**src/rtl/mp_pkg.sv**
```systemverilog
// Shared definitions for the mp_top datapath and its instruction issuer.
// Contents: instruction field positions/widths, opcode constants, the
// valid-opcode decoder, the instruction packer and the issuer FSM state enum.
package mp_pkg;

  // Instruction field layout: {11'b0, dst, src2, src1, opcode}
  localparam int unsigned InstrW    = 32;
  localparam int unsigned OpcodeLsb = 0;
  localparam int unsigned OpcodeW   = 6;
  localparam int unsigned RegW      = 5;
  localparam int unsigned Src1Lsb   = 6;
  localparam int unsigned Src2Lsb   = 11;
  localparam int unsigned DstLsb    = 16;

  // Opcode 0 is the bubble encoding and is deliberately invalid.
  localparam logic [OpcodeW-1:0] OpNop = 6'd0;
  localparam logic [OpcodeW-1:0] OpAdd = 6'd1;
  localparam logic [OpcodeW-1:0] OpSub = 6'd6;

  typedef enum logic [1:0] {
    StIdle,
    StIssue,
    StDone
  } mp_state_e;

  // Opcodes the datapath executes; anything else is issued but never writes back.
  function automatic logic is_valid_opcode(input logic [OpcodeW-1:0] op);
    logic valid;
    valid = 1'b0;
    case (op)
      6'd1, 6'd2, 6'd3, 6'd4, 6'd5, 6'd6, 6'd7, 6'd8, 6'd11, 6'd13, 6'd15: valid = 1'b1;
      default: valid = 1'b0;
    endcase
    return valid;
  endfunction

  function automatic logic [InstrW-1:0] pack_instr(input logic [OpcodeW-1:0] opcode,
                                                   input logic [RegW-1:0]    src1,
                                                   input logic [RegW-1:0]    src2,
                                                   input logic [RegW-1:0]    dst);
    return {11'b0, dst, src2, src1, opcode};
  endfunction

endpackage

```
**src/rtl/mp_prog_mem.sv**
```systemverilog
// Program store for mp_issuer: DEPTH x 32-bit words, one synchronous write
// port and one asynchronous read port. Contents are not reset.
// Ports: clk, we/waddr/wdata (write), raddr/rdata (combinational read).
module mp_prog_mem #(
  parameter int unsigned DEPTH = 16,
  parameter int unsigned AW    = 4
) (
  input  logic          clk,
  input  logic          we,
  input  logic [AW-1:0] waddr,
  input  logic [31:0]   wdata,
  input  logic [AW-1:0] raddr,
  output logic [31:0]   rdata
);

  logic [31:0] mem [DEPTH];

  always_ff @(posedge clk) begin
    if (we) begin
      mem[waddr] <= wdata;
    end
  end

  assign rdata = mem[raddr];

endmodule

```
**src/rtl/mp_issuer.sv**
```systemverilog
// Instruction issue unit for mp_top. Packs and stores a program, then on
// start drives one instruction per clock, retiring each word by sampling
// the datapath result at the same edge mp_top commits it.
// Ports:
//   clk, rst_n                       clock, async active-low reset
//   load_en/load_addr/ld_*           program load (accepted when not busy)
//   load_err                         pulse: load dropped because busy
//   start/count/hold                 run control
//   instruction/issue_valid          to mp_top (bubble = 0 / valid low)
//   result_in/last_result            datapath result in / last retired result
//   retired_cnt/invalid_cnt          run statistics
//   busy/done                        state ISSUE / 1-cycle end-of-run pulse
module mp_issuer
  import mp_pkg::*;
#(
  parameter int unsigned DEPTH = 16,
  parameter int unsigned AW    = 4
) (
  input  logic          clk,
  input  logic          rst_n,
  input  logic          load_en,
  input  logic [AW-1:0] load_addr,
  input  logic [5:0]    ld_opcode,
  input  logic [4:0]    ld_src1,
  input  logic [4:0]    ld_src2,
  input  logic [4:0]    ld_dst,
  output logic          load_err,
  input  logic          start,
  input  logic [AW:0]   count,
  input  logic          hold,
  output logic [31:0]   instruction,
  output logic          issue_valid,
  input  logic [31:0]   result_in,
  output logic [31:0]   last_result,
  output logic [AW:0]   retired_cnt,
  output logic [AW:0]   invalid_cnt,
  output logic          busy,
  output logic          done
);

  localparam logic [AW:0] MaxCount = (AW+1)'(DEPTH);
  localparam logic [AW:0] One      = (AW+1)'(1);

  mp_state_e   state_q, state_d;
  logic [AW:0] pc_q, pc_d;      // index of the word on the bus, or next to present
  logic [AW:0] num_q, num_d;    // clamped instruction count for this run
  logic [31:0] instr_q, instr_d;
  logic        valid_q, valid_d;
  logic [31:0] last_q, last_d;
  logic [AW:0] retired_q, retired_d;
  logic [AW:0] invalid_q, invalid_d;
  logic        load_err_q, load_err_d;

  logic          mem_we;
  logic [AW-1:0] mem_raddr;
  logic [31:0]   mem_rdata;
  logic [AW:0]   pc_next;

  assign mem_we  = load_en && (state_q != StIssue);
  assign pc_next = pc_q + One;

  mp_prog_mem #(
    .DEPTH(DEPTH),
    .AW   (AW)
  ) u_prog_mem (
    .clk  (clk),
    .we   (mem_we),
    .waddr(load_addr),
    .wdata(pack_instr(ld_opcode, ld_src1, ld_src2, ld_dst)),
    .raddr(mem_raddr),
    .rdata(mem_rdata)
  );

  // Read address: word 0 when launching, the following word after a retire,
  // otherwise the pending word after a bubble. Loads land at the edge, so a
  // load coinciding with start still sees the old word 0.
  always_comb begin
    mem_raddr = pc_q[AW-1:0];
    if (state_q == StIdle) begin
      mem_raddr = '0;
    end else if (valid_q) begin
      mem_raddr = pc_next[AW-1:0];
    end
  end

  always_comb begin
    state_d    = state_q;
    pc_d       = pc_q;
    num_d      = num_q;
    instr_d    = instr_q;
    valid_d    = valid_q;
    last_d     = last_q;
    retired_d  = retired_q;
    invalid_d  = invalid_q;
    load_err_d = load_en && (state_q == StIssue);

    unique case (state_q)
      StIdle: begin
        if (start) begin
          retired_d = '0;
          invalid_d = '0;
          if (count != '0) begin
            state_d = StIssue;
            num_d   = (count > MaxCount) ? MaxCount : count;
            pc_d    = '0;
            instr_d = mem_rdata;
            valid_d = 1'b1;
          end else begin
            state_d = StDone;
          end
        end
      end

      StIssue: begin
        if (valid_q) begin
          // The word on the bus retires at this edge regardless of hold.
          last_d    = result_in;
          retired_d = retired_q + One;
          if (!is_valid_opcode(instr_q[5:0])) begin
            invalid_d = invalid_q + One;
          end
          pc_d = pc_next;
          if (hold || (pc_next == num_q)) begin
            instr_d = '0;
            valid_d = 1'b0;
            if (!hold) begin
              state_d = StDone;
            end
          end else begin
            instr_d = mem_rdata;
            valid_d = 1'b1;
          end
        end else if (!hold) begin
          if (pc_q < num_q) begin
            instr_d = mem_rdata;
            valid_d = 1'b1;
          end else begin
            state_d = StDone;
          end
        end
      end

      StDone: begin
        state_d = StIdle;
      end

      default: begin
        state_d = StIdle;
      end
    endcase
  end

  always_ff @(posedge clk or negedge rst_n) begin
    if (!rst_n) begin
      state_q    <= StIdle;
      pc_q       <= '0;
      num_q      <= '0;
      instr_q    <= '0;
      valid_q    <= 1'b0;
      last_q     <= '0;
      retired_q  <= '0;
      invalid_q  <= '0;
      load_err_q <= 1'b0;
    end else begin
      state_q    <= state_d;
      pc_q       <= pc_d;
      num_q      <= num_d;
      instr_q    <= instr_d;
      valid_q    <= valid_d;
      last_q     <= last_d;
      retired_q  <= retired_d;
      invalid_q  <= invalid_d;
      load_err_q <= load_err_d;
    end
  end

  assign instruction = instr_q;
  assign issue_valid = valid_q;
  assign last_result = last_q;
  assign retired_cnt = retired_q;
  assign invalid_cnt = invalid_q;
  assign load_err    = load_err_q;
  assign busy        = (state_q == StIssue);
  assign done        = (state_q == StDone);

endmodule
```
**config.mk**
```make
export PLATFORM = sky130hd
export DESIGN_NAME = mp_issuer
export DESIGN_NICKNAME = d
export VERILOG_FILES = /design/src/rtl/mp_pkg.sv /design/src/rtl/mp_prog_mem.sv /design/src/rtl/mp_issuer.sv
export SDC_FILE = /design/constraint.sdc
export NUM_CORES = 1
export LEC_CHECK = 0
export ABC_AREA = 1
export ABC_CLOCK_PERIOD_IN_PS = 4100
export BUFFER_PORTS_ARGS = -buffer_cell sky130_fd_sc_hd__buf_2
export CORE_ASPECT_RATIO = 1.25
export CORE_MARGIN = 8
export CORE_UTILIZATION = 55
export CTS_CLUSTER_DIAMETER = 200
export CTS_CLUSTER_SIZE = 8
export DETAILED_ROUTE_END_ITERATION = 10
export GPL_ROUTABILITY_DRIVEN = 0
export PLACE_DENSITY = 0.73
export RECOVER_POWER = 100
export SYNTH_ARGS = -nofsm -noshare
export SYNTH_HDL_FRONTEND = slang
export SYNTH_HIERARCHICAL = 1
export SYNTH_SLANG_ARGS = --single-unit
```
**constraint.sdc**
```tcl
create_clock -name clk -period 4.1 [get_ports clk]
set_input_delay 0.205 -clock clk [delete_from_list [all_inputs] [get_ports clk]]
set_output_delay 0.205 -clock clk [all_outputs]
set_load 0.01 [all_outputs]
```
==> results by group <==
Status
  – Status: finished, violations left
  – Failing checks: max-capacitance violations, max-slew violations

Setup path
  – Crit end category: register
  – Crit-path max cell delay: 0.80 ns
  – CP max-delay cell: nor2_4
  – Crit Path Max Fanout: 23
  – Setup Crit Path Kind: reg -> reg
  – Critical Path AT: 3.55 ns
  – CP startpoint kind: register
  – Buf/Inv on CP: 3
  – Worst EP required: 4.32 ns
  – Crit path top cell by count: inv_1
  – Cells along the critical path: inv_1 > nand2_1 > inv_1 > nor2_1 > nand3b_1 > nor2_4 > clkbuf_1
  – Cell family with most CP delay: simple AND/OR/NAND/NOR gates

Synth
  – Top-count cell post-synth: nand2_1
  – Post-synth ARST share: 14.67%
  – Ys flop type: edfxtp_1
  – Top cell type's share of synthesized area: 58.78%
  – FF+latch count, synth: 600
  – Number of synthesized flops with an enable pin: 512
  – Count of cell types in the netlist: 36
  – Avg Inst Size Synth: 10.21 um2
  – Mapped Cells: 2561
  – YS warnings: 6
  – Area leader, netlist: edfxtp_1
  – Post-synthesis instance area: 0.02616 mm2
  – Area contributors post-synth: edfxtp_1 (59%), nand2_1 (13%), dfrtp_1 (8.4%)
  – Sequential area share after synthesis: 67.20%
  – Synth cell count leaders: nand2_1 (877), edfxtp_1 (512), nand3_1 (423), inv_1 (418), dfrtp_1 (88)

Timing
  – RSZ-0062 raised after global routing: no
  – Final Skew: 0.01829 ns
  – Final Max Tran Viols: 35
  – F_max: 0.3005 GHz
  – Min Hold Slack: 0.04497 ns
  – Final TNS setup: 0 ns
  – Final setup fails: 0
  – Final hold violation count: 0
  – Final critical-path required period: 3.328 ns
  – Final WS setup: 0.7719 ns
  – Slew @ Worst Pin: 2.214 ns
  – Final period utilization: 81.17%
  – Slew HR: -47.61%

GRT
  – Total track usage: 23.78%
  – GR Overflow Total: 0
  – First-pass GRT wire length: 101100 um
  – Antenna violations before repair: 2
  – Vias in the first global route: 18870
  – Largest net degree at the start of global routing: 177

Pwr
  – Net switching fraction of the power: 40.05%
  – Sequential power share: 33.1%
  – Leakage: 13.71 nW
  – Comb pwr share: 39.4%
  – Maximum vdd drop: 1.188 mV
  – Cell Int Power: 0.01364 W
  – Power share of the clock group: 27.5%
  – Psw: 0.009110 W
  – Pwr/cell area: 739.2 mW/mm2

Clock tree
  – Inserted Clock Buffers: 84
  – Post-cts resize count: 0
  – CTS tree: yes
  – Sink Count: 600
  – CTS Buffer Depth: 3
  – Clk_lat worst skew: 0.60 ns
  – Number of H-tree levels: 3
  – Reg clk slew, reported paths: 0.05 ns
  – Post-CTS Setup Bufs: 0
  – Clk root buf: clkbuf_16

Drt
  – First-iteration detailed-routing DRC count: 1744
  – Residual DRC count: 0
  – Final wirelength: 64980 um
  – TritonRoute pass-1 iters: 6
  – Antenna Violating Nets Remaining: 0
  – DR WL/cell: 17.82 um
  – Via-per-instance ratio: 5.143
  – Vias: 18750

Place
  – IO Port Bufs: 144
  – HPWL after detailed placement: 35960 um
  – Pre-CTS WS: 1.246 ns

Finish
  – NumNets Final: 3018
  – Final core utilization: 65.34%
  – Area growth from synthesis to layout: 17.66%
  – Share of layout cells above drive strength 1: 6.687%

Flow run
  – MaxCap Viol Count: 1

Worst hold path
  – Worst hold path class: in -> reg

Floorplan
  – Die Ht: 259.8 um
  – Chip width: 211.1 um
  – IO Count: 145
  – Starting density of the core: 55.53%
  – Core area: 0.04710 mm2
  – Die area: 0.05484 mm2
  – Cell row count: 89
-- path summary, 6_finish.rpt --
kind	depth (start not counted)	slack, ns	start	end
worst min register to register	2	0.47	last_result[3]	last_result[3]
max in group asynchronous	3	1.31	rst_n	instruction[19]
worst min-delay path	4	0.04	hold	state_q[0]
min in group asynchronous	2	0.25	rst_n	retired_cnt[1]
worst max-delay path	7	0.77	state_q[1]	u_prog_mem/mem[10][27]
worst max register to register	7	0.77	state_q[1]	u_prog_mem/mem[10][27]
-- per-stage QoR --
stage          instance area, um2  power [W]  cells
2_1_floorplan               26810    0.01434   2736
3_3_place_gp                28000    0.01637   3429
3_5_place_dp                28000    0.01658   3429
4_1_cts                     31020    0.02297   3643
5_1_grt                     30770    0.02411   3643
6_report                    30780    0.02275   3646
-- layout make-up --
type,count,area [um2]
sequential,600,17580
inverter,424,1602
clock buffer,148,2364
fill,3588,16330
clock inverter,2,17.52
multi-input combinational,1590,6897
antenna,3,7.507
tap,637,797.0
timing repair buffer,242,1516
-- layout by cell type (no fill, tap or decap), types with 2 or more instances in the layout --
| cell type | n |
|---|---|
| nand3_2 | 7 |
| nor2_2 | 4 |
| o21ai_0 | 21 |
| buf_12 | 5 |
| nand3b_1 | 2 |
| inv_1 | 417 |
| nand2_2 | 3 |
| inv_6 | 4 |
| diode_2 | 3 |
| xor2_1 | 2 |
| nor3_1 | 2 |
| inv_2 | 5 |
| dlygate4sd3_1 | 64 |
| clkbuf_1 | 167 |
| nand3_1 | 426 |
| edfxtp_1 | 512 |
| clkbuf_16 | 85 |
| buf_4 | 16 |
| nor2_1 | 15 |
| a21oi_1 | 9 |
| conb_1 | 176 |
| dfrtp_1 | 88 |
| nand4_1 | 7 |
| nand2_1 | 881 |
| ha_1 | 9 |
| a21oi_4 | 3 |
| clkbuf_2 | 9 |
| buf_2 | 44 |
| o31ai_1 | 3 |
| nor2_4 | 14 |
-- state kept, by name, indices dropped and copies added (netlist names) --
register and cells:
pc_q 5, last_result 32, retired_cnt 5, load_err 1, invalid_cnt 5, u_prog_mem/mem 512, num_q 5, issue_valid 1
state_q 2, instruction 32
-- tightest hold or removal path, cell delays in order --
cell     delay (ns)
buf_2          0.09
inv_1          0.11
nand3_1        0.13
nand3_1        0.07
-- metal layers --
metal	GRT usage [%]	share of wire, %	up-vias
li1	-	-	8856
met4	10.14	3.2	2
met5	0	0.020	-
met2	40.96	49	837
met1	28.87	39	8907
met3	4.782	8.7	148
-- what timing repair did --
item                       in CTS  in global routing
hold endpoints to repair      406                  0
hold buffers                   64                  0
setup endpoints to repair       0                  0
-- power groups by stage --
stage	Sequential (W)	Combinational [W]	Clock [W]
final	0.00754	0.00896	0.00625
after global routing	0.00758	0.00994	0.00659
after CTS	0.00751	0.00909	0.00636
after detailed placement	0.00762	0.00897	0
after global placement	0.00761	0.00877	0
after floorplan	0.00768	0.00666	0
-- kinds of logic after synthesis --
family                     share of synthesized area (%)
xor gates and xnor gates                          0.1005
adders and majority gates                         0.4305
AOI/OAI and AO/OA                                 0.8467
and+or+nand+nor                                    22.10
buffers and inverters                              9.313
other                                            0.01434
DFF                                                67.20
No activity file was read; power rests on OpenSTA's default activity.
